==> src/rtl/pwm_level_sched.sv <==
// pwm_level_sched: configuration sequencer for LEVEL_COUNT multilevel-PWM carrier slices.
// It divides the carrier range across the slices with a shared restoring divider,
// then writes each slice's band limits over one valid/ready port. When the carrier
// is running, a new configuration is applied only at a carrier-period boundary.
// Optional macro PWM_SYNC_TIMEOUT_EN: forces the boundary after SYNC_TIMEOUT cycles in WAIT_SYNC.
module pwm_level_sched #(
    parameter int LEVEL_COUNT  = 4,
    parameter int BIT_WIDTH    = 16,
    parameter int IDX_W        = 2,
    parameter int SYNC_TIMEOUT = 1024
) (
    input  logic                 MClk,
    input  logic                 RstN,
    input  logic                 CfgValid,
    output logic                 CfgReady,
    input  logic [BIT_WIDTH-1:0] CfgMaxCount,
    input  logic [BIT_WIDTH-1:0] CfgStep,
    input  logic [BIT_WIDTH-1:0] CfgDeadTime,
    input  logic                 SyncPulse,
    output logic                 WrValid,
    input  logic                 WrReady,
    output logic [IDX_W-1:0]     WrLevel,
    output logic [BIT_WIDTH-1:0] WrLower,
    output logic [BIT_WIDTH-1:0] WrUpper,
    output logic [BIT_WIDTH-1:0] StepSize,
    output logic [BIT_WIDTH-1:0] DeadTimeCount,
    output logic                 TWaveEn,
    output logic                 Busy,
    output logic                 CfgError,
    output logic                 SyncTimeout
);

    typedef enum logic [2:0] {S_IDLE, S_DIVIDE, S_WAIT_SYNC, S_WRITE, S_RUN} state_t;

    localparam int CNT_W = $clog2(BIT_WIDTH + 1);
    localparam logic [BIT_WIDTH:0] DIVISOR = (BIT_WIDTH + 1)'(LEVEL_COUNT);
    localparam logic [IDX_W-1:0] LAST_IDX = IDX_W'(LEVEL_COUNT - 1);

    state_t               state_q, state_d;
    logic [BIT_WIDTH-1:0] step_sh_q, step_sh_d, dead_sh_q, dead_sh_d;
    logic [BIT_WIDTH-1:0] quo_q, quo_d;
    logic [BIT_WIDTH:0]   rem_q, rem_d;
    logic [CNT_W-1:0]     cnt_q, cnt_d;
    logic [BIT_WIDTH-1:0] range_q, range_d;
    logic [IDX_W-1:0]     idx_q, idx_d;
    logic [BIT_WIDTH-1:0] lower_q, lower_d, upper_q, upper_d;
    logic [BIT_WIDTH-1:0] step_q, step_d, dead_q, dead_d;
    logic                 twave_q, twave_d, err_q, err_d;

    // one restoring-division step: shift in the next dividend bit, subtract if it fits
    logic [BIT_WIDTH:0]   rem_shift, rem_next;
    logic [BIT_WIDTH-1:0] quo_next;
    logic                 qbit;
    logic                 to_hit, sync_go, accept;

    assign rem_shift = {rem_q[BIT_WIDTH-1:0], quo_q[BIT_WIDTH-1]};
    assign qbit      = (rem_shift >= DIVISOR);
    assign rem_next  = qbit ? (rem_shift - DIVISOR) : rem_shift;
    assign quo_next  = {quo_q[BIT_WIDTH-2:0], qbit};

`ifdef PWM_SYNC_TIMEOUT_EN
    localparam int TO_W = $clog2(SYNC_TIMEOUT + 1);
    logic [TO_W-1:0] to_cnt_q, to_cnt_d;

    assign to_hit = (state_q == S_WAIT_SYNC) && !SyncPulse &&
                    (to_cnt_q == TO_W'(SYNC_TIMEOUT - 1));

    // timeout counter only advances while waiting for the carrier boundary
    always_comb begin
        to_cnt_d = '0;
        if (state_q == S_WAIT_SYNC) to_cnt_d = to_cnt_q + 1'b1;
    end

    // timeout counter register
    always_ff @(posedge MClk) begin
        if (!RstN) to_cnt_q <= '0;
        else       to_cnt_q <= to_cnt_d;
    end
`else
    logic unused_sync_timeout;
    assign unused_sync_timeout = (SYNC_TIMEOUT != 0);
    assign to_hit = 1'b0;
`endif

    assign SyncTimeout   = to_hit;
    assign sync_go       = SyncPulse || to_hit;
    assign CfgReady      = (state_q == S_IDLE) || (state_q == S_RUN);
    assign accept        = CfgValid && CfgReady;
    assign Busy          = (state_q == S_DIVIDE) || (state_q == S_WAIT_SYNC) || (state_q == S_WRITE);
    assign WrValid       = (state_q == S_WRITE);
    assign WrLevel       = idx_q;
    assign WrLower       = lower_q;
    assign WrUpper       = upper_q;
    assign StepSize      = step_q;
    assign DeadTimeCount = dead_q;
    assign TWaveEn       = twave_q;
    assign CfgError      = err_q;

    // next-state and datapath: accept, divide, wait for boundary, write bands
    always_comb begin
        state_d   = state_q;
        step_sh_d = step_sh_q;
        dead_sh_d = dead_sh_q;
        quo_d     = quo_q;
        rem_d     = rem_q;
        cnt_d     = cnt_q;
        range_d   = range_q;
        idx_d     = idx_q;
        lower_d   = lower_q;
        upper_d   = upper_q;
        step_d    = step_q;
        dead_d    = dead_q;
        twave_d   = twave_q;
        err_d     = err_q;
        case (state_q)
            S_IDLE, S_RUN: begin
                if (accept) begin
                    step_sh_d = CfgStep;
                    dead_sh_d = CfgDeadTime;
                    quo_d     = CfgMaxCount;
                    rem_d     = '0;
                    cnt_d     = '0;
                    err_d     = 1'b0;
                    state_d   = S_DIVIDE;
                end
            end
            S_DIVIDE: begin
                quo_d = quo_next;
                rem_d = rem_next;
                cnt_d = cnt_q + 1'b1;
                if (cnt_q == CNT_W'(BIT_WIDTH - 1)) begin
                    range_d = quo_next;
                    idx_d   = '0;
                    lower_d = '0;
                    upper_d = quo_next - 1'b1;
                    if (quo_next == '0) begin
                        // zero-width bands: keep whatever the slices already run
                        err_d   = 1'b1;
                        range_d = range_q;
                        lower_d = lower_q;
                        upper_d = upper_q;
                        state_d = twave_q ? S_RUN : S_IDLE;
                    end else begin
                        state_d = twave_q ? S_WAIT_SYNC : S_WRITE;
                    end
                end
            end
            S_WAIT_SYNC: begin
                if (sync_go) begin
                    twave_d = 1'b0;
                    state_d = S_WRITE;
                end
            end
            S_WRITE: begin
                if (WrReady) begin
                    if (idx_q == LAST_IDX) begin
                        step_d  = step_sh_q;
                        dead_d  = dead_sh_q;
                        twave_d = 1'b1;
                        state_d = S_RUN;
                    end else begin
                        // next band starts right after the previous one
                        idx_d   = idx_q + 1'b1;
                        lower_d = upper_q + 1'b1;
                        upper_d = upper_q + range_q;
                    end
                end
            end
            default: state_d = S_IDLE;
        endcase
    end

    // state and datapath registers with synchronous active-low reset
    always_ff @(posedge MClk) begin
        if (!RstN) begin
            state_q   <= S_IDLE;
            step_sh_q <= '0;
            dead_sh_q <= '0;
            quo_q     <= '0;
            rem_q     <= '0;
            cnt_q     <= '0;
            range_q   <= '0;
            idx_q     <= '0;
            lower_q   <= '0;
            upper_q   <= '0;
            step_q    <= '0;
            dead_q    <= '0;
            twave_q   <= 1'b0;
            err_q     <= 1'b0;
        end else begin
            state_q   <= state_d;
            step_sh_q <= step_sh_d;
            dead_sh_q <= dead_sh_d;
            quo_q     <= quo_d;
            rem_q     <= rem_d;
            cnt_q     <= cnt_d;
            range_q   <= range_d;
            idx_q     <= idx_d;
            lower_q   <= lower_d;
            upper_q   <= upper_d;
            step_q    <= step_d;
            dead_q    <= dead_d;
            twave_q   <= twave_d;
            err_q     <= err_d;
        end
    end

endmodule

==> config.mk <==
export PLATFORM = sky130hd
export DESIGN_NAME = pwm_level_sched
export DESIGN_NICKNAME = d
export VERILOG_FILES = /design/src/rtl/pwm_level_sched.sv
export SDC_FILE = /design/constraint.sdc
export NUM_CORES = 1
export LEC_CHECK = 0
export ABC_AREA = 1
export CAP_MARGIN = 20
export CORE_MARGIN = 2
export CORE_UTILIZATION = 30
export DETAILED_ROUTE_END_ITERATION = 8
export GPL_TIMING_DRIVEN = 0
export PLACE_DENSITY_LB_ADDON = 0.1
export SYNTH_ARGS = -nofsm -noshare
export SYNTH_HDL_FRONTEND = slang
export SYNTH_SLANG_ARGS = --single-unit
==> constraint.sdc <==
create_clock -name MClk -period 3.2 [get_ports MClk]
set_input_delay 0.64 -clock MClk [delete_from_list [all_inputs] [get_ports MClk]]
set_output_delay 0.64 -clock MClk [all_outputs]
set_load 0.02 [all_outputs]
Word level (Yosys, flattened, before mapping)
Index checks and enable logic that the tools add are counted.
- add/sub/neg operators: 6
- multiply operators: 0
- div/mod/pow operators: 0
- $lt $le $gt $ge: 1
- equality and inequality tests: 14
- shift operators: 0
- muxes and demuxes: 38
- bitwise logic cells: 1
- reductions and logical operators: 19
- operators by type and width (cell ; count):
    $mux 16 ; 11
    $pmux 16 s2 ; 4
    $mux 3 ; 7
    $ge 17x3->1 const B ; 1
    $add 16x1->16 const B ; 1
    $add 16x16->16 ; 1
    $logic_not 16->1 ; 1
    $sub 16x1->16 const B ; 1
    $sub 16x3->16 const B ; 1
    $pmux 3 s4 ; 1
    $reduce_and 4->1 ; 3
    $pmux 5 s2 ; 1
    $reduce_and 5->1 ; 2
    $ne 2x1->1 const B ; 4
    $ne 2x2->1 const B ; 4
    $mux 1 ; 7
    $eq 3x2->1 const B ; 2
    $mux 2 ; 3
    $reduce_and 3->1 ; 2
    $reduce_bool 2->1 ; 3
    $add 5x1->5 const B ; 1
    $eq 5x4->1 const B ; 1
    $mux 5 ; 1
    $pmux 1 s2 ; 2
    11 further kinds ; 14
- register bits: 156
- latch bits: 0
- RAM bits: 0
- ROM bits: 0
- output and inout port bits: 72
- word-level logic and storage cells: 93
- memories: 0

Logic depth before layout (Yosys ltp)
Gate-level depths: netlist of run 1.
- word-level depth: 5
- mapped depth: 17

Least setup slack after synthesis of run 1
Ideal clock, no wire load.
- path type: register to register
- from: reg rem_q[1]
- to: reg lower_q[15] (netlist: WrLower[15])
- arrival: 2.070 ns
- data required time: 3.072 ns
- setup slack: 1.003 ns
- cell stages (with the launch flop): 15
- buffers on the path: 2
- clock period less this slack: 2.197 ns
- path through: dfxtp_1 > nor3_2 > nand2_1 > nor2_1 > nand2_1 > buf_2 > inv_1 > ha_1 > nand3_1 > nand3b_1 > nand2_4 > nor2_4 > buf_4 > a22oi_1 > nor2_1
- longest elaborated chain between the ends: 4
- RTL lines (what ; RTL line ; RTL):
    from (decl) ; 42 ; logic [BIT_WIDTH:0] rem_q, rem_d;
    from (signal assigned) ; 195 ; rem_q <= rem_d;
    $ge 17x3->1 ; 57 ; assign qbit = (rem_shift >= DIVISOR);
    $logic_not 16->1 ; 136 ; if (quo_next == '0) begin
    $ne 2x2->1 (no source line) ; n/a ;
    $reduce_and 5->1 (no source line) ; n/a ;
    to (signal assigned) ; 199 ; lower_q <= lower_d;
    to (decl) ; 46 ; logic [BIT_WIDTH-1:0] lower_q, lower_d, upper_q, upper_d;
Every way passes these cells.
A chain may end at the register's enable or synchronous reset.

Final worst setup path of run 1
- from: reg rem_q[1]
- to: reg upper_q[12] (netlist: WrUpper[12])
- longest elaborated chain between the ends: 5
- elaborated cells on any way between the ends: 8
- those cells by class: add/sub (1); order compare (1); eq/ne (1); mux (3); reduce/logical (2)
- RTL lines (what ; RTL line ; RTL):
    $ge 17x3->1 (*) ; 57 ;
    $sub 16x1->16 ; 135 ; upper_d = quo_next - 1'b1;
    $mux 16 ; 136 ;
    $mux 16 ; 131 ; if (cnt_q == CNT_W'(BIT_WIDTH - 1)) begin
    $pmux 16 s2 ; 115 ; case (state_q)
    to (signal assigned) ; 200 ; upper_q <= upper_d;
    to (decl) ; 46 ;
Every way passes the cells marked *; elsewhere a longest branch is shown, timed or not. The select of a mux whose other input is x is not followed.

==> flow_metrics.py, run 1 <==
metrics = {
    "global_routing": {
        "overflow": 0,
        "grt_pass1_vias": 7332,
        "track_usage_pct": 19.2,
        "grt_max_degree": 20,
        "grt_first_pass_wirelength_mm": 39.8,
        "antenna_found_initial": 0,
    },
    "yosys": {
        "synth_fa_ha_area_share_pct": 3.99,
        "synth_top_area_cell": "dfxtp_1",
        "ys_top_cells_by_area": "dfxtp_1 40%, nor2_1 10%, nand2_1 9.8%",
        "synth_seq_cells": 156,
        "synthFlopType": "dfxtp_1",
        "synthArstFlopShare_pct": 0,
        "synth_xor_xnor_area_share_pct": 2.83,
        "synth_fp_nets": 1200,
        "synth_compound_area_share_pct": 16.5,
        "synth_top_family_by_area": "simple AND/OR/NAND/NOR gates",
        "synthDistinctLibCells": 43,
        "synth_common_cells": "215 x nor2_1, 201 x nand2_1, 156 x dfxtp_1",
        "synth_top_area_share_pct": 40.4,
        "synth.most_common_cell": "nor2_1",
        "synthSimpleGateAreaFrac_pct": 28.5,
        "syn_inst": 1123,
        "syn_area_um2": 7720,
        "yosys_warnings": 0,
        "synth_seq_area_share_pct": 40.4,
        "synth-edff-count": 0,
        "synth_mux_area_share_pct": 0,
        "syn_avg_cell_area_um2": 6.88,
    },
    "clock_tree": {
        "clkTransAtPathRegs_ns": 0.07,
        "clk_latency_ns": 0.44,
        "cts_tree": "yes",
        "clock_path_buffers": 2,
        "hold_buffers": 0,
        "clkSinkCount": 156,
        "cts_buffers": 17,
        "cts_htree_levels": 4,
        "root_buffer": "clkbuf_16",
    },
    "power_and_ir_drop": {
        "p_per_area_nw_per_um2": 856,
        "p_total_mw": 8.54,
        "p_leak_nw": 4.12,
        "vdd.ir_drop.worst_mv": 0.370,
    },
    "finish": {
        "seq_area_um2": 3120,
        "drive_above_1_share_pct": 4.94,
        "area_delta_synth_final_pct": 29.2,
        "multiInputGateArea_um2": 4010,
        "num_antenna_cells": 0,
        "fillers": 2774,
        "nets": 1340,
    },
    "floorplanning": {
        "dieArea_um2": 27000,
        "row_count": 58,
        "die_y_um": 164,
        "ios": 125,
        "die_width_um": 164,
        "core-area_um2": 25300,
        "start_util_pct": 30.6,
    },
    "job": {
        "maxCapViolCount": 0,
    },
    "sta": {
        "setup-violations-final": 0,
        "period_share_pct": 91.6,
        "finClkSkew_ns": 0.0147,
        "maxSlewHeadroom_pct": 51.2,
        "rsz0062_at_grt": "false",
        "tightest_slew_ns": 0.732,
        "period_minus_slack_ns": 2.93,
        "hold_viol": 0,
        "setup_ws_ns": 0.269,
        "setup-tns-final_ns": 0,
        "timing.fmax_ghz": 0.341,
        "maxSlewViolCount": 0,
    },
    "critical_path": {
        "crit_fanout": 10,
        "critPathRequiredTime_ns": 3.50,
        "critPathKind": "flip-flop to flip-flop",
        "crit_arrival_ns": 3.23,
        "start_kind": "flip-flop",
        "cp-end-kind": "flip-flop",
    },
    "place": {
        "place.gp.congestion": 0.870,
        "dpl.hpwl_mm": 19.2,
        "io_buffers": 123,
        "dpl_worst_slack_ns": 0.296,
    },
    "min_path": {
        "worstHoldPathType": "flip-flop to flip-flop",
    },
    "detailed_routing": {
        "drt_iter0_drc": 480,
        "wl_per_cell_um": 15.9,
        "num_vias": 7676,
        "drt_pass1_iterations": 5,
        "avgViaCountPerCell": 4.78,
        "route.detailed.drc": 0,
        "wirelength_mm": 25.5,
        "ant_nets": 0,
    },
    "status": {
        "outcome": "finished, final reports clean",
    },
}
[cell usage in the layout (no fill, tap or decap), drive strengths merged]
| master | count |
|---|---|
| a211oi | 14 |
| a21o | 1 |
| a21oi | 97 |
| a221oi | 2 |
| a22oi | 3 |
| a31oi | 2 |
| and2 | 1 |
| buf | 16 |
| clkbuf | 51 |
| clkdlybuf4s50 | 123 |
| clkinv | 8 |
| clkinvlp | 1 |
| conb | 1 |
| dfxtp | 156 |
| fa | 1 |
| ha | 23 |
| inv | 105 |
| nand2 | 204 |
| nand3 | 73 |
| nand3b | 3 |
| nand4 | 11 |
| nor2 | 217 |
| nor3 | 12 |
| nor4 | 4 |
| o211a | 1 |
| o211ai | 2 |
| o21a | 1 |
| o21ai | 107 |
| o21bai | 4 |
| o221a | 2 |
| o22ai | 1 |
| or2 | 4 |
| xnor2 | 4 |
| xor2 | 21 |
[per-layer routing]
metal	wire, um	track usage [%]	up-vias
met5	0	0	-
met4	144	3.83	0
met3	1110	3.69	14
met2	12000	31.6	154
met1	12300	26.2	3549
li1	-	-	3959
[worst max-delay path, cell delays in order, from the launching register on]
cell	delay (ns)
dfxtp_1	0.38
nor3_2	0.26
nand2_1	0.14
nor2_1	0.24
nand2_1	0.11
buf_2	0.22
inv_1	0.14
ha_1	0.23
nand2_1	0.12
nor3_1	0.43
nand4_1	0.16
nand3_1	0.18
nand2_1	0.07
nand2_1	0.06
a21oi_1	0.05
[timing repair]
action                                 in CTS  in global routing
endpoints found under the hold margin       0                  0
setup buffers                               0                  0
setup endpoints to repair                   0                 10
gates resized for setup                     0                  1
[cells by family (layout without fill, tap and decap cells)]
family,count (synthesis),in the layout
AND/OR/NAND/NOR,529,529
buffers and inverters,151,304
XOR/XNOR,25,25
AO/OA/AOI/OAI,237,237
other,1,1
flip-flops,156,156
adder cells (fa/ha/maj),24,24
[registers in the layout (all words and copies together), names as in the netlist]
register       cells
CfgError           1
DeadTimeCount     16
StepSize          16
TWaveEn            1
WrLevel            2
WrLower           16
WrUpper           16
cnt_q              5
dead_sh_q         16
quo_q             16
range_q           16
rem_q             16
state_q            3
step_sh_q         16
[worst paths after layout]
check	startpoint	end	slack [ns]	cells past startpoint
setup / recovery	rem_q[1]	WrUpper[12]	0.27	14
hold / removal	cnt_q[3]	cnt_q[3]	0.47	2
setup reg to reg	rem_q[1]	WrUpper[12]	0.27	14
hold reg to reg	cnt_q[3]	cnt_q[3]	0.47	2
[layout make-up]
cell class                      instances  share of cell area (%)
Timing Repair Buffer                  123                    12.3
Inverter                               99                    3.76
Clock inverter                         15                    1.92
Multi-Input combinational cell        816                    40.2
Buffer                                 50                    2.08
Clock buffer                           17                    4.26
Sequential cell                       156                    31.3
Tap cell                              330                    4.14
[metrics by stage]
| stage | area (um2) | cells | hold WS [ns] | util [%] |
|---|---|---|---|---|
| 3_3_place_gp | 9370 | 1576 | 0.451 | 37.1 |
| 5_1_grt | 9980 | 1606 | 0.483 | 39.5 |
| 2_1_floorplan | 7720 | 1123 | 0.440 | - |
| 3_5_place_dp | 9370 | 1576 | 0.455 | 37.1 |
| 6_report | 9980 | 1606 | 0.465 | 39.5 |
| 4_1_cts | 9980 | 1608 | 0.466 | 39.5 |
[power breakdown]
group / switching [mW] / internal [mW]
logic: 2.49 / 1.24
registers: 0.422 / 2.29
clock network: 1.03 / 1.07
No activity file was read; power rests on OpenSTA's default activity.
==> run 2: changes to the inputs <==
--- a/config.mk
+++ b/config.mk
@@ -12,6 +12,7 @@
 export DETAILED_ROUTE_END_ITERATION = 8
 export GPL_TIMING_DRIVEN = 0
 export PLACE_DENSITY_LB_ADDON = 0.1
+export SETUP_SLACK_MARGIN = 0.02
 export SYNTH_ARGS = -nofsm -noshare
 export SYNTH_HDL_FRONTEND = slang
 export SYNTH_SLANG_ARGS = --single-unit
==> constraint.sdc (replaced) <==
create_clock -name MClk -period 3.8 [get_ports MClk]
set_input_delay 0.76 -clock MClk [delete_from_list [all_inputs] [get_ports MClk]]
set_output_delay 0.76 -clock MClk [all_outputs]
set_load 0.02 [all_outputs]
==> flow_metrics.py, run 2 (synthesis results as in run 1) <==
metrics = {
    "status": {
        "outcome": "finished, final reports clean",
    },
    "global_routing": {
        "track_usage_pct": 19.2,
        "grt_pass1_vias": 7332,
        "antenna_found_initial": 0,
        "grt_max_degree": 20,
        "grt_first_pass_wirelength_mm": 39.8,
        "overflow": 0,
    },
    "floorplanning": {
        "die_y_um": 164,
        "die_width_um": 164,
        "ios": 125,
        "dieArea_um2": 27000,
        "row_count": 58,
        "core-area_um2": 25300,
        "start_util_pct": 30.6,
    },
    "critical_path": {
        "critPathKind": "flip-flop to output pin",
        "crit_chain": "nand3_4 -> inv_2 -> clkbuf_1 -> clkdlybuf4s50_1",
        "start_kind": "flip-flop",
        "crit_fanout": 10,
        "slowest_stage": "clkdlybuf4s50_1",
        "worstRegToRegCells": 14,
        "max_stage_delay_ns": 0.74,
        "critPathRequiredTime_ns": 3.04,
        "crit_arrival_ns": 2.53,
        "cp-end-kind": "output pin",
    },
    "sta": {
        "hold_viol": 0,
        "tightest_slew_ns": 0.721,
        "period_minus_slack_ns": 3.29,
        "setup_ws_ns": 0.515,
        "maxSlewHeadroom_pct": 51.9,
        "finClkSkew_ns": 0.0147,
        "setup-violations-final": 0,
        "timing.fmax_ghz": 0.304,
        "setup-tns-final_ns": 0,
        "period_share_pct": 86.5,
        "rsz0062_at_grt": "false",
        "maxSlewViolCount": 0,
    },
    "power_and_ir_drop": {
        "vdd.ir_drop.worst_mv": 0.311,
        "p_leak_nw": 4.13,
        "p_total_mw": 7.19,
        "p_per_area_nw_per_um2": 720,
    },
    "clock_tree": {
        "cts_htree_levels": 4,
        "ctsResizeCount": 0,
        "cts_tree": "yes",
        "root_buffer": "clkbuf_16",
        "clk_latency_ns": 0.44,
        "hold_buffers": 0,
        "clkTransAtPathRegs_ns": 0.07,
        "cts_buffers": 17,
        "clock_path_buffers": 2,
        "cts_setup_buffers": 0,
        "clkSinkCount": 156,
    },
    "place": {
        "place.gp.congestion": 0.870,
        "dpl.hpwl_mm": 19.2,
        "io_buffers": 123,
        "dpl_worst_slack_ns": 0.896,
    },
    "min_path": {
        "holdPathStages": 2,
        "worstHoldPathType": "flip-flop to flip-flop",
    },
    "detailed_routing": {
        "drt_iter0_drc": 544,
        "wirelength_mm": 25.5,
        "wl_per_cell_um": 15.9,
        "num_vias": 7679,
        "route.detailed.drc": 0,
        "avgViaCountPerCell": 4.78,
        "drt_pass1_iterations": 5,
        "ant_nets": 0,
    },
    "finish": {
        "drive_above_1_share_pct": 4.93,
        "area_delta_synth_final_pct": 29.3,
        "layout_commonest_cell": "nor2_1",
        "num_antenna_cells": 0,
        "fillers": 2768,
        "nets": 1342,
        "final_cell_mix": "215 x nor2_1, 201 x nand2_1, 156 x dfxtp_1",
    },
    "job": {
        "maxCapViolCount": 0,
    },
}
run 2: worst paths after layout:
path                 end  startpoint  slack (ns)
max              WrValid  state_q[0]        0.51
min reg2reg     cnt_q[3]    cnt_q[3]        0.47
min             cnt_q[3]    cnt_q[3]        0.47
max reg2reg  range_q[13]    rem_q[1]        0.86
run 2: report_power, final:
part           internal (mW)  switching, mW
clock network          0.903          0.867
logic                   1.04           2.10
registers               1.93          0.356
run 2: worst max-delay path: cells and delay by family, from the launching register on:
family,cells,cell delay [ns]
buffers and inverters,3,1.41
flip-flops,1,0.47
AND/OR/NAND/NOR,1,0.22
run 2: per-stage QoR:
stage	hold WS [ns]	std cells	util [%]	instance area, um2
6_report	0.466	1608	39.5	9980
5_1_grt	0.483	1608	39.5	9980
4_1_cts	0.466	1608	39.5	9980
3_5_place_dp	0.455	1576	37.1	9370
3_3_place_gp	0.451	1576	37.1	9370
2_1_floorplan	0.440	1123	-	7720
run 2: layer usage:
metal,share of wire (%),vias to the layer above,track usage [%]
li1,-,3961,-
met1,48,3544,26.2
met2,47,163,31.6
met3,4.6,11,3.69
met4,0.54,0,3.83
met5,0,-,0
run 2: area by class of cell:
| cell class | instances | area [um2] | area share, % |
|---|---|---|---|
| well taps | 330 | 413 | 4.14 |
| clock buffers | 17 | 425 | 4.26 |
| flip-flops and latches | 156 | 3120 | 31.3 |
| multi-input cells | 816 | 4010 | 40.2 |
| plain buffers | 52 | 216 | 2.17 |
| clock inverters | 15 | 191 | 1.92 |
| inverters | 99 | 372 | 3.72 |
| repair buffers | 123 | 1230 | 12.3 |
==> run 3: changes to the inputs <==
--- a/config.mk
+++ b/config.mk
@@ -12,6 +12,7 @@
 export DETAILED_ROUTE_END_ITERATION = 8
 export GPL_TIMING_DRIVEN = 0
 export PLACE_DENSITY_LB_ADDON = 0.1
+export REMOVE_ABC_BUFFERS = 1
 export SETUP_SLACK_MARGIN = 0.02
 export SYNTH_ARGS = -nofsm -noshare
 export SYNTH_HDL_FRONTEND = slang
==> flow_metrics.py, run 3 (synthesis results as in run 1) <==
metrics = {
    "status": {
        "outcome": "finished, final reports clean",
    },
    "critical_path": {
        "crit_chain": "nand3_4 -> inv_2 -> clkdlybuf4s50_1",
        "crit_family": "buffers and inverters",
        "r2r-start": "rem_q[1]",
        "crit_arrival_ns": 2.47,
        "start_kind": "flip-flop",
        "max_stage_delay_ns": 0.70,
        "timing.rr.end": "range_q[1]",
        "r2r_slack_ns": 0.60,
        "slowest_stage": "clkdlybuf4s50_1",
        "crit_fanout": 22,
        "critPathKind": "flip-flop to output pin",
        "critPathRequiredTime_ns": 3.04,
        "cp-end-kind": "output pin",
        "worstRegToRegCells": 12,
        "critPathBufInv": 2,
    },
    "finish": {
        "area_delta_synth_final_pct": 28.1,
        "finish.instance_area_um2": 9890,
        "final_cell_mix": "214 x nor2_1, 199 x nand2_1, 156 x dfxtp_1",
        "fin_cells": 1562,
        "fin_util_pct": 39.2,
        "layout_commonest_cell": "nor2_1",
        "num_antenna_cells": 0,
        "nets": 1296,
        "drive_above_1_share_pct": 5.28,
    },
    "global_routing": {
        "grt_max_degree": 89,
        "grt_pass1_vias": 7296,
        "track_usage_pct": 17.9,
        "grt_first_pass_wirelength_mm": 38.2,
        "antenna_found_initial": 1,
        "overflow": 0,
    },
    "detailed_routing": {
        "ant_nets": 0,
        "route.detailed.drc": 0,
        "drt_iter0_drc": 381,
        "num_vias": 7359,
        "wirelength_mm": 23.2,
        "drt_pass1_iterations": 6,
        "avgViaCountPerCell": 4.71,
        "wl_per_cell_um": 14.9,
    },
    "clock_tree": {
        "clkTransAtPathRegs_ns": 0.08,
        "cts_htree_levels": 4,
        "root_buffer": "clkbuf_16",
        "clkSinkCount": 156,
        "clock_path_buffers": 2,
        "cts_buffers": 17,
        "clk_latency_ns": 0.44,
        "cts_tree": "yes",
    },
    "power_and_ir_drop": {
        "p_per_area_nw_per_um2": 704,
        "vdd.ir_drop.worst_mv": 0.327,
        "p_leak_nw": 4.09,
        "p_total_mw": 6.96,
    },
    "min_path": {
        "holdPathEnd": "WrLower[7]",
        "holdPathStages": 2,
        "worstHoldPathType": "flip-flop to flip-flop",
        "hp-start": "WrLower[7]",
    },
    "floorplanning": {
        "start_util_pct": 30.6,
        "row_count": 58,
        "ios": 125,
        "die_y_um": 164,
        "core-area_um2": 25300,
        "dieArea_um2": 27000,
        "die_width_um": 164,
    },
    "sta": {
        "period_minus_slack_ns": 3.23,
        "maxSlewViolCount": 0,
        "tightest_slew_ns": 0.838,
        "timing.fmax_ghz": 0.310,
        "rsz0062_at_grt": "false",
        "setup_ws_ns": 0.570,
        "finClkSkew_ns": 0.0166,
        "maxSlewHeadroom_pct": 44.1,
        "setup-violations-final": 0,
        "period_share_pct": 85.0,
        "hold_viol": 0,
    },
    "place": {
        "dp_cells": 1530,
        "dpl.hpwl_mm": 16.0,
        "io_buffers": 123,
        "place.gp.congestion": 0.866,
        "dpl_cell_area_um2": 9290,
        "dpl_worst_slack_ns": -0.00278,
    },
    "job": {
        "maxCapViolCount": 0,
    },
}
-- run 3: cell count changes in the layout (fill, tap and decap cells not counted), moves of 2 or more --
cell,delta
clkbuf_1,-35
buf_2,-11
buf_1,-4
inv_6,+4
buf_16,+3
clkinv_8,-3
buf_8,+2
clkinv_1,-2
clkinvlp_4,+2
inv_1,-2
inv_8,-2
nand2_1,-2
-- run 3: where the power goes --
group	internal (mW)	leakage [nW]	switching, mW
clock	0.897	0.290	0.805
combinational	1.04	2.53	1.98
sequential	1.93	1.27	0.315
-- run 3: timing repair --
item	4_1_cts	5_1_grt
buffers inserted	0	0
setup endpoints to repair	10	25
hold buffers	0	0
resized for setup	1	5
cloned	0	0
-- run 3: cell type report --
type | count | area (um2)
Fill cell | 2753 | 15400
Multi-Input combinational cell | 816 | 4030
Sequential cell | 156 | 3120
Timing Repair Buffer | 129 | 1360
Clock buffer | 18 | 439
Tap cell | 330 | 413
Inverter | 99 | 380
Clock inverter | 14 | 148
-- run 3: worst register-to-register path, delay by kind of cell, from the launching register on --
family	cells	cell delay (ns)
buffers and inverters	2	0.65
flip-flops	1	0.38
AO/OA/AOI/OAI	2	0.28
adder cells (fa/ha/maj)	1	0.22
AND/OR/NAND/NOR	7	1.61
-- run 3: routing by layer --
layer  up-vias  share of wire (%)  global-route usage [%]
li1       3864                  -                       -
met1      3317                 48                    23.5
met2       160                 44                    28.6
met3        16                7.3                    5.65
met4         2                1.1                    4.23
met5         -              0.056                       0
-- run 3: how the worst max path moves through the flow --
stage	from	end	slack, ns	depth (start not counted)
after floorplan	state_q[0]	quo_q[0]	0.71	7
after global placement	RstN	quo_q[15]	-3.78	4
after detailed placement	rem_q[1]	range_q[1]	-0.003	12
after CTS	rem_q[1]	range_q[1]	0.08	12
after global routing	rem_q[1]	range_q[1]	0.23	12
final	state_q[0]	WrValid	0.57	3
-- run 3: per-stage QoR --
stage / TNS (ns) / hold WS, ns
after floorplan: 0 / 0.441
after global routing: 0 / 0.480
after CTS: 0 / 0.465
after global placement: -285.05 / 0.451
final: 0 / 0.464
after detailed placement: -0.00278 / 0.455
